`src/rtl/tone_gen.sv`:
```
// Reference square-wave generator: turns a period in ns into a glitch-free tone on one pin.
// Optional rising-edge counter is built when TONE_GEN_EDGE_COUNT_EN is defined.
module tone_gen #(
  parameter int unsigned CLK_NS        = 100,
  parameter int unsigned MIN_PERIOD_NS = 200
) (
  input  logic        clk,
  input  logic        rst,
  input  logic [33:0] period_in,
  input  logic        load,
  output logic        wave,
  output logic        rise,
  output logic        active,
  output logic        range_err
`ifdef TONE_GEN_EDGE_COUNT_EN
  ,
  output logic [15:0] edge_count
`endif
);

  localparam logic [33:0] ClkStep   = 34'(CLK_NS);
  localparam logic [33:0] MinPeriod = 34'(MIN_PERIOD_NS);

  typedef enum logic [1:0] {
    StIdle = 2'd0,
    StHigh = 2'd1,
    StLow  = 2'd2
  } state_e;

  state_e      state_q, state_d;
  logic [32:0] cur_half_q, cur_half_d;
  logic [32:0] pend_half_q, pend_half_d;
  logic        pend_valid_q, pend_valid_d;
  logic [33:0] acc_q, acc_d;
  logic        wave_q, wave_d;
  logic        rise_q, rise_d;
  logic        range_err_q, range_err_d;

  logic [33:0] acc_sum;
  logic [33:0] half_ext;
  logic [33:0] acc_wrap;
  logic        term;
  logic        load_stop;
  logic        load_rej;
  logic        load_ok;

  // acc < cur_half is invariant, so the sum and the residue both fit in 34 bits.
  assign acc_sum  = acc_q + ClkStep;
  assign half_ext = {1'b0, cur_half_q};
  assign acc_wrap = acc_sum - half_ext;
  assign term     = (acc_sum >= half_ext);

  assign load_stop = load && (period_in == '0);
  assign load_rej  = load && (period_in != '0) && (period_in < MinPeriod);
  assign load_ok   = load && (period_in >= MinPeriod);

  always_comb begin
    state_d      = state_q;
    cur_half_d   = cur_half_q;
    pend_half_d  = pend_half_q;
    pend_valid_d = pend_valid_q;
    acc_d        = acc_q;
    wave_d       = wave_q;
    rise_d       = 1'b0;
    range_err_d  = range_err_q;

    unique case (state_q)
      StIdle: begin
        wave_d = 1'b0;
        acc_d  = '0;
        if (pend_valid_q) begin
          pend_valid_d = 1'b0;
          if (pend_half_q != '0) begin
            cur_half_d = pend_half_q;
            wave_d     = 1'b1;
            rise_d     = 1'b1;
            state_d    = StHigh;
          end
        end
      end

      StHigh: begin
        if (term) begin
          acc_d   = acc_wrap;
          wave_d  = 1'b0;
          state_d = StLow;
        end else begin
          acc_d = acc_sum;
        end
      end

      StLow: begin
        if (!term) begin
          acc_d = acc_sum;
        end else if (!pend_valid_q) begin
          // Residue carries into the next half so the long-run average stays exact.
          acc_d   = acc_wrap;
          wave_d  = 1'b1;
          rise_d  = 1'b1;
          state_d = StHigh;
        end else if (pend_half_q != '0) begin
          cur_half_d   = pend_half_q;
          acc_d        = '0;
          pend_valid_d = 1'b0;
          wave_d       = 1'b1;
          rise_d       = 1'b1;
          state_d      = StHigh;
        end else begin
          acc_d        = '0;
          pend_valid_d = 1'b0;
          wave_d       = 1'b0;
          state_d      = StIdle;
        end
      end

      default: begin
        state_d = StIdle;
        acc_d   = '0;
        wave_d  = 1'b0;
      end
    endcase

    // A load in the adoption cycle lands after adoption consumed the old pending value.
    if (load_stop) begin
      pend_half_d  = '0;
      pend_valid_d = 1'b1;
    end else if (load_rej) begin
      range_err_d = 1'b1;
    end else if (load_ok) begin
      pend_half_d  = period_in[33:1];
      pend_valid_d = 1'b1;
      range_err_d  = 1'b0;
    end
  end

  always_ff @(posedge clk or posedge rst) begin
    if (rst) begin
      state_q      <= StIdle;
      cur_half_q   <= '0;
      pend_half_q  <= '0;
      pend_valid_q <= 1'b0;
      acc_q        <= '0;
      wave_q       <= 1'b0;
      rise_q       <= 1'b0;
      range_err_q  <= 1'b0;
    end else begin
      state_q      <= state_d;
      cur_half_q   <= cur_half_d;
      pend_half_q  <= pend_half_d;
      pend_valid_q <= pend_valid_d;
      acc_q        <= acc_d;
      wave_q       <= wave_d;
      rise_q       <= rise_d;
      range_err_q  <= range_err_d;
    end
  end

  assign wave      = wave_q;
  assign rise      = rise_q;
  assign active    = (state_q != StIdle);
  assign range_err = range_err_q;

`ifdef TONE_GEN_EDGE_COUNT_EN
  logic [15:0] edge_count_q, edge_count_d;

  always_comb begin
    edge_count_d = edge_count_q;
    if (rise_d) begin
      edge_count_d = edge_count_q + 16'd1;
    end
  end

  always_ff @(posedge clk or posedge rst) begin
    if (rst) begin
      edge_count_q <= '0;
    end else begin
      edge_count_q <= edge_count_d;
    end
  end

  assign edge_count = edge_count_q;
`endif

`ifndef SYNTHESIS
  always_ff @(posedge clk) begin
    if (!rst && (state_q != StIdle)) begin
      assert (acc_q < half_ext);
    end
  end
`endif

endmodule

```
`config.mk`:
```
export PLATFORM = sky130hd
export DESIGN_NAME = tone_gen
export DESIGN_NICKNAME = d
export VERILOG_FILES = /design/src/rtl/tone_gen.sv
export SDC_FILE = /design/constraint.sdc
export NUM_CORES = 1
export LEC_CHECK = 0
export ABC_AREA = 1
export BUFFER_PORTS_ARGS = -buffer_cell sky130_fd_sc_hd__buf_2
export CORE_ASPECT_RATIO = 1.5
export CORE_UTILIZATION = 57
export DETAILED_ROUTE_END_ITERATION = 10
export GPL_ROUTABILITY_DRIVEN = 0
export PLACE_DENSITY = 0.8
export SETUP_SLACK_MARGIN = 0.5
export SYNTH_ARGS = -nofsm -noshare
export SYNTH_HDL_FRONTEND = slang
export SYNTH_SLANG_ARGS = --single-unit
```
`constraint.sdc`:
```
create_clock -name clk -period 3.2 [get_ports clk]
set_clock_uncertainty 0.1 [all_clocks]
set_input_delay 0.16 -clock clk [delete_from_list [all_inputs] [get_ports clk]]
set_output_delay 0.16 -clock clk [all_outputs]
set_load 0.05 [all_outputs]
```
Yosys cells after proc, flatten, opt, wreduce, memory -nomap -nowiden
Index checks and enable logic that the tools add are counted.

word-level totals
  register bits = 106
  logic and storage cells = 71
  output and inout bits = 4
  input bits = 37

cells by class
  bitwise gates (word level) = 1
  add/sub/neg operators = 2
  magnitude comparators = 3
  reduce and logical (&&, ||, !) cells = 17
  mux-type cells = 33
  eq/ne operators = 7

operators by type and width
  cell                     number
  $mux W33                 6
  $mux W34                 3
  $pmux W34 S2             1
  $pmux W33 S2             1
  $add A34 B7 Y34 const B  1
  $ge A34 B33 Y1           1
  $ge A34 B8 Y1 const B    1
  $logic_not A34 Y1        1
  $lt A34 B8 Y1 const B    1
  $reduce_bool A34 Y1      1
  $sub A34 B33 Y34         1
  $reduce_bool A33 Y1      1
  $mux W1                  14
  $ne A2 B2 Y1 const B     5
  $mux W2                  4
  $reduce_and A2 Y1        4
  $reduce_bool A2 Y1       4
  $pmux W2 S3              1
  $logic_and A1 B1 Y1      4
  $pmux W1 S2              2
  $reduce_and A4 Y1        1
  $pmux W1 S3              1
  $eq A2 B1 Y1 const B     1
  $eq A2 B2 Y1 const B     1
  other kinds (2)          2

Logic depth before layout (Yosys ltp)
  depth after elaboration = 7
  depth in mapped cells = 26
  mapped depth without buffers = 26

Least setup slack after synthesis
Ideal clock, no wire load.

  path type = reg2reg
  from = register acc_q[2]
  to = register cur_half_q[10]
  clock period less this slack = 3.395 ns
  path slack = -0.195 ns
  library setup time = 0.117 ns
  arrival = 3.178 ns
  path buffers = 1
  required time = 2.983 ns
  cell stages (with the launch flop) = 23
  cells stage by stage = dfrtp_1 -> ha_1 -> nand2_1 -> nand2_1 -> nand2_1 -> nor4_2 -> nand3_1 -> nor2_1 -> xor2_1 -> inv_1 -> ha_1 -> nand2_1 -> nor2_1 -> nand2_1 -> nor3_1 -> nand2_1 -> nand3_1 -> nand3_4 -> nand3_4 -> nand3_4 -> buf_4 -> nand2_1 -> nand2_1

between the ends
  word-level cells in the longest chain between the ends = 4

RTL lines
  item                                line  source
  from (decl)                         34    logic [33:0] acc_q, acc_d;
  from (signal assigned)              142   acc_q <= '0;
  from (signal assigned)              151   acc_q <= acc_d;
  $add A34 B7 Y34                     48    assign acc_sum = acc_q + ClkStep;
  $ge A34 B33 Y1                      51    assign term = (acc_sum >= half_ext);
  $ne A2 B2 Y1 (no source line)       --
  $reduce_and A2 Y1 (no source line)  --
  to (signal assigned)                148   cur_half_q <= cur_half_d;
  to (decl)                           31    logic [32:0] cur_half_q, cur_half_d;

Every way passes these cells.
A chain may end at the register's enable or synchronous reset.

Final worst setup path
  from = register acc_q[4]
  to = register acc_q[23]

between the ends
  word-level cells in the longest chain between the ends = 5
  elaborated cells between the ends (all ways) = 7
  classes of those cells = add/sub (2); order compare (1); mux (4)

RTL lines
  item               line  source
  $add A34 B7 Y34 *  48
  $sub A34 B33 Y34   50    assign acc_wrap = acc_sum - half_ext;
  $mux W34           95    end else if (!pend_valid_q) begin
  $mux W34           93    if (!term) begin
  $pmux W34 S2 *     67    unique case (state_q)
  net acc_d[23]      34

The timed path passes the listed nets; every way through them passes the cells marked *.

==> impl_results.md <==
* Vias in the first global route at about 9100
* Synth top cells by count: nand2_1 (434), inv_1 (143), nor2_1 (117)
* Initial antenna violation count at 0
* Initial Util at a little under 60%
* Layout cells sized above 1 at 22.53%
* Failing checks: negative setup slack
* Number of max-cap violations at 0
* DRC at 0
* Setup slack, reg-to-reg at -0.43 ns
* Dpl hpwl at roughly 18 mm
* Synthesized cell area at between 7000 and 8000 µm²
* Via/cell ratio at between 5 and 6
* Core Util, Final at between 70 and 80%
* Ys async rst share at 100.0%
* Post-route ant nets at 0
* WP data required at around 3.4 ns
* CP Capture Type: register
* Outcome: finished, violations left
* Worst R2R Start: acc_q[4]
* Worst reg2reg path depth at 23
* Clock latency on the worst-skew pair at about 0.36 ns
* Placed cells at 1481
* Max Fclk at ~0.28 GHz
* Post-synth top area cell: dfrtp_1
* R2r endpoint: acc_q[23]
* CP top delay family: simple AND/OR/NAND/NOR gates
* Peak VDD IR at 0.5724 mV
* Drt initial violations at 834
* Lkg Pwr at 5.597 nW
* Post-synth top flop: dfrtp_1
* Crit-path cells: buf_4, buf_4, nand2_2, nand2_2, nand2_2, nor4_4, nand4_1, nor2_1, xor2_1, ha_1, nand2_1, nor2_1, nand2_1, nor2_2, nand2_1, nand2_1, nand2_2, nand3_4, nor2_8, nand3_4, nor2_8, nand2_1, nand2_1
* Filler instances at approximately 840
* Layout Cells excl Fill at approximately 1500
* CP startpoint kind: register
* Final period util at 113.6%
* Die Y at about 150 µm
* Router iterations before antenna repair at 9
* Yosys reg bits at 106
* CTS clk-pin slew, worst paths at approximately 0.080 ns
* WHS Endpoint: range_err
* Final Slew Violations at 0
* WL final at 25.71 mm
* Antenna cells at 0
* Worst path bufs/invs at 2
* Crit-path slowest cell: dfrtp_1
* Worst Hold Depth at 3
* Max incr delay on CP at about 0.37 ns
* GRT overflow at 0
* Htree depth at 3
* Minimum clock period after layout at roughly 3.6 ns
* Post-synthesis average cell area at roughly 6.7 µm²
* P&R area growth vs syn at 31.91%
* Boundary Pins at 41
* CTS tree: built
* Largest net degree at the start of global routing at 42
* Unrepaired setup endpoints after global routing: yes
* Placed cell areas at ~9000 µm²
* Site row count at between 50 and 60
* Final hold vios at 0
* Nets@finish at approximately 1500
* Synth Instances at between 1000 and 1500
* Final instance area at 10260 µm²
* Netlist cell types at 37
* Root buf cell: clkbuf_16
* Syn nets at 1240
* Clock sink count at about 110
* Synth top area share at between 30 and 40%
* Critical Path AT at 3.84 ns
* Worst slew margin at 38.15%
* Cts bufs inserted at 9
* Seq/Total Area, Yosys at roughly a third
* Global-route wire length before repair at approximately 41 mm
* Total Routing Usage GR at between 30% and 40%
* Setup ws final at -0.4344 ns
* # port buffers at 40
* Die W at 97.37 µm
* Slew @ Worst Pin at slightly above 0.9 ns
* Drt wl/cell at around 17 µm
* Die area at ~14000 µm²
* Core area at between 10000 and 15000 µm²
* Hold Crit Class: input pin to register
* Most used cell, CP: nand2_1
* PD cells at 812.2 nW/µm²
* Hold wc startpoint: load
* Crit Path Category: register to register
* DR vias at roughly 9000
* Synth area leaders: dfrtp_1 (34%), nand2_1 (21%), inv_1 (6.9%)
* Worst Path Max Fanout at 16
* EDFF count, synth at 0
* CTS Buffer Depth at 2
* Final setup fails at roughly 70
* YS warnings at 0
* Most common cell in the netlist: nand2_1
[sequential cells by signal, summed over array words and instances, names as in the netlist]
name,cells
acc_q,34
cur_half_q,33
pend_half_q,33
pend_valid_q,1
range_err,1
rise,1
state_q,2
wave,1
[cell type report]
cell class	count	area (µm²)	share of cell area (%)
multi-input combinational	889	4745	46.26
timing repair buffer	232	1792	17.47
tap	159	198.9	1.940
clock inverter	6	88.84	0.8661
clock buffer	10	229.0	2.232
sequential	106	2653	25.86
inverter	146	551.8	5.379
[what timing repair did]
action | CTS | global route
endpoints found under the hold margin | 70 | 0
gates resized for setup | 32 | 30
endpoints found under the setup margin | 72 | 72
pin swaps | 24 | 9
buffers inserted | 11 | 8
hold buffers | 32 | 0
[where the power goes]
group          total, W  switching, W  internal [W]  leakage (nW)
Combinational   0.00530       0.00330       0.00200          4.08
Clock           0.00121      0.000581      0.000628         0.153
Sequential      0.00182      0.000192       0.00163          1.36
[worst reg2reg max path: stages (launching register included)]
cell	delay, ns
dfrtp_1	0.37
buf_4	0.11
buf_4	0.10
nand2_2	0.06
nand2_2	0.07
nand2_2	0.08
nor4_4	0.24
nand4_1	0.25
nor2_1	0.20
xor2_1	0.29
ha_1	0.30
nand2_1	0.09
nor2_1	0.06
nand2_1	0.10
nor2_2	0.05
nand2_1	0.06
nand2_1	0.07
nand2_2	0.10
nand3_4	0.09
nor2_8	0.18
nand3_4	0.16
nor2_8	0.25
nand2_1	0.11
nand2_1	0.09
[metrics by stage]
stage / total power (W) / hold slack, ns / worst slack, ns / setup TNS (ns)
floorplan: 0.004915 / 0.1766 / -0.01471 / -0.4409
global placement: 0.006499 / 0.2683 / -0.3939 / -22.27
detailed placement: 0.006615 / 0.2743 / -0.4763 / -26.68
CTS: 0.007980 / 0.001864 / -0.2769 / -16.34
global route: 0.008816 / 0.03303 / -0.6449 / -41.33
finish: 0.008331 / 0.02417 / -0.4344 / -26.88
[per-layer routing]
layer | wire length, µm | vias up | track usage [%]
li1 | - | 4156 | -
met1 | 9045 | 4149 | 38.03
met2 | 13190 | 508 | 65.49
met4 | 1858 | 0 | 25.74
met5 | 0 | - | 0
met3 | 1613 | 173 | 5.780
[cells in the final DEF (no fill, tap or decap), types with 2 or more instances in the layout]
cell / n
nor4_1: 10
clkbuf_16: 9
nor2_1: 104
nand3b_1: 4
nand3_4: 6
o21ai_1: 14
o21a_1: 3
xor2_1: 18
a21o_1: 2
nor2_4: 9
dlygate4sd3_1: 32
buf_12: 5
nand2_4: 5
nand2_2: 34
nand2_1: 403
inv_2: 5
buf_2: 40
or2_2: 6
xnor2_1: 13
a21oi_1: 53
o21bai_1: 6
nor3_2: 2
or4_1: 3
ha_4: 3
buf_6: 2
ha_1: 34
o21ai_2: 2
a21oi_2: 4
nor2_2: 9
nand4_1: 46
buf_4: 153
inv_1: 140
nand3_1: 36
nor2_8: 2
nand3_2: 6
dfrtp_1: 106
nor3_1: 14
clkinv_8: 2
clkinv_4: 2
o21ai_0: 32
[kinds of logic (layout without fill, tap and decap cells)]
group / count (synthesis) / after routing / share of synthesized area (%)
AOI/OAI and AO/OA: 116 / 116 / 7.868
buffers and inverters: 169 / 394 / 8.592
adders and majority gates: 39 / 39 / 6.372
and+or+nand+nor: 702 / 702 / 39.45
xor gates and xnor gates: 32 / 32 / 3.604
DFF: 106 / 106 / 34.11
[how the worst max path moves through the flow]
stage | to | cells past startpoint | slack (ns) | start
floorplan | cur_half_q[0] | 24 | -0.01 | acc_q[2]
global placement | acc_q[29] | 23 | -0.39 | acc_q[2]
detailed placement | acc_q[1] | 23 | -0.48 | acc_q[2]
CTS | acc_q[0] | 23 | -0.28 | acc_q[2]
global route | acc_q[23] | 23 | -0.64 | acc_q[4]
finish | acc_q[23] | 23 | -0.43 | acc_q[4]
(Power assumes the default switching activity.)
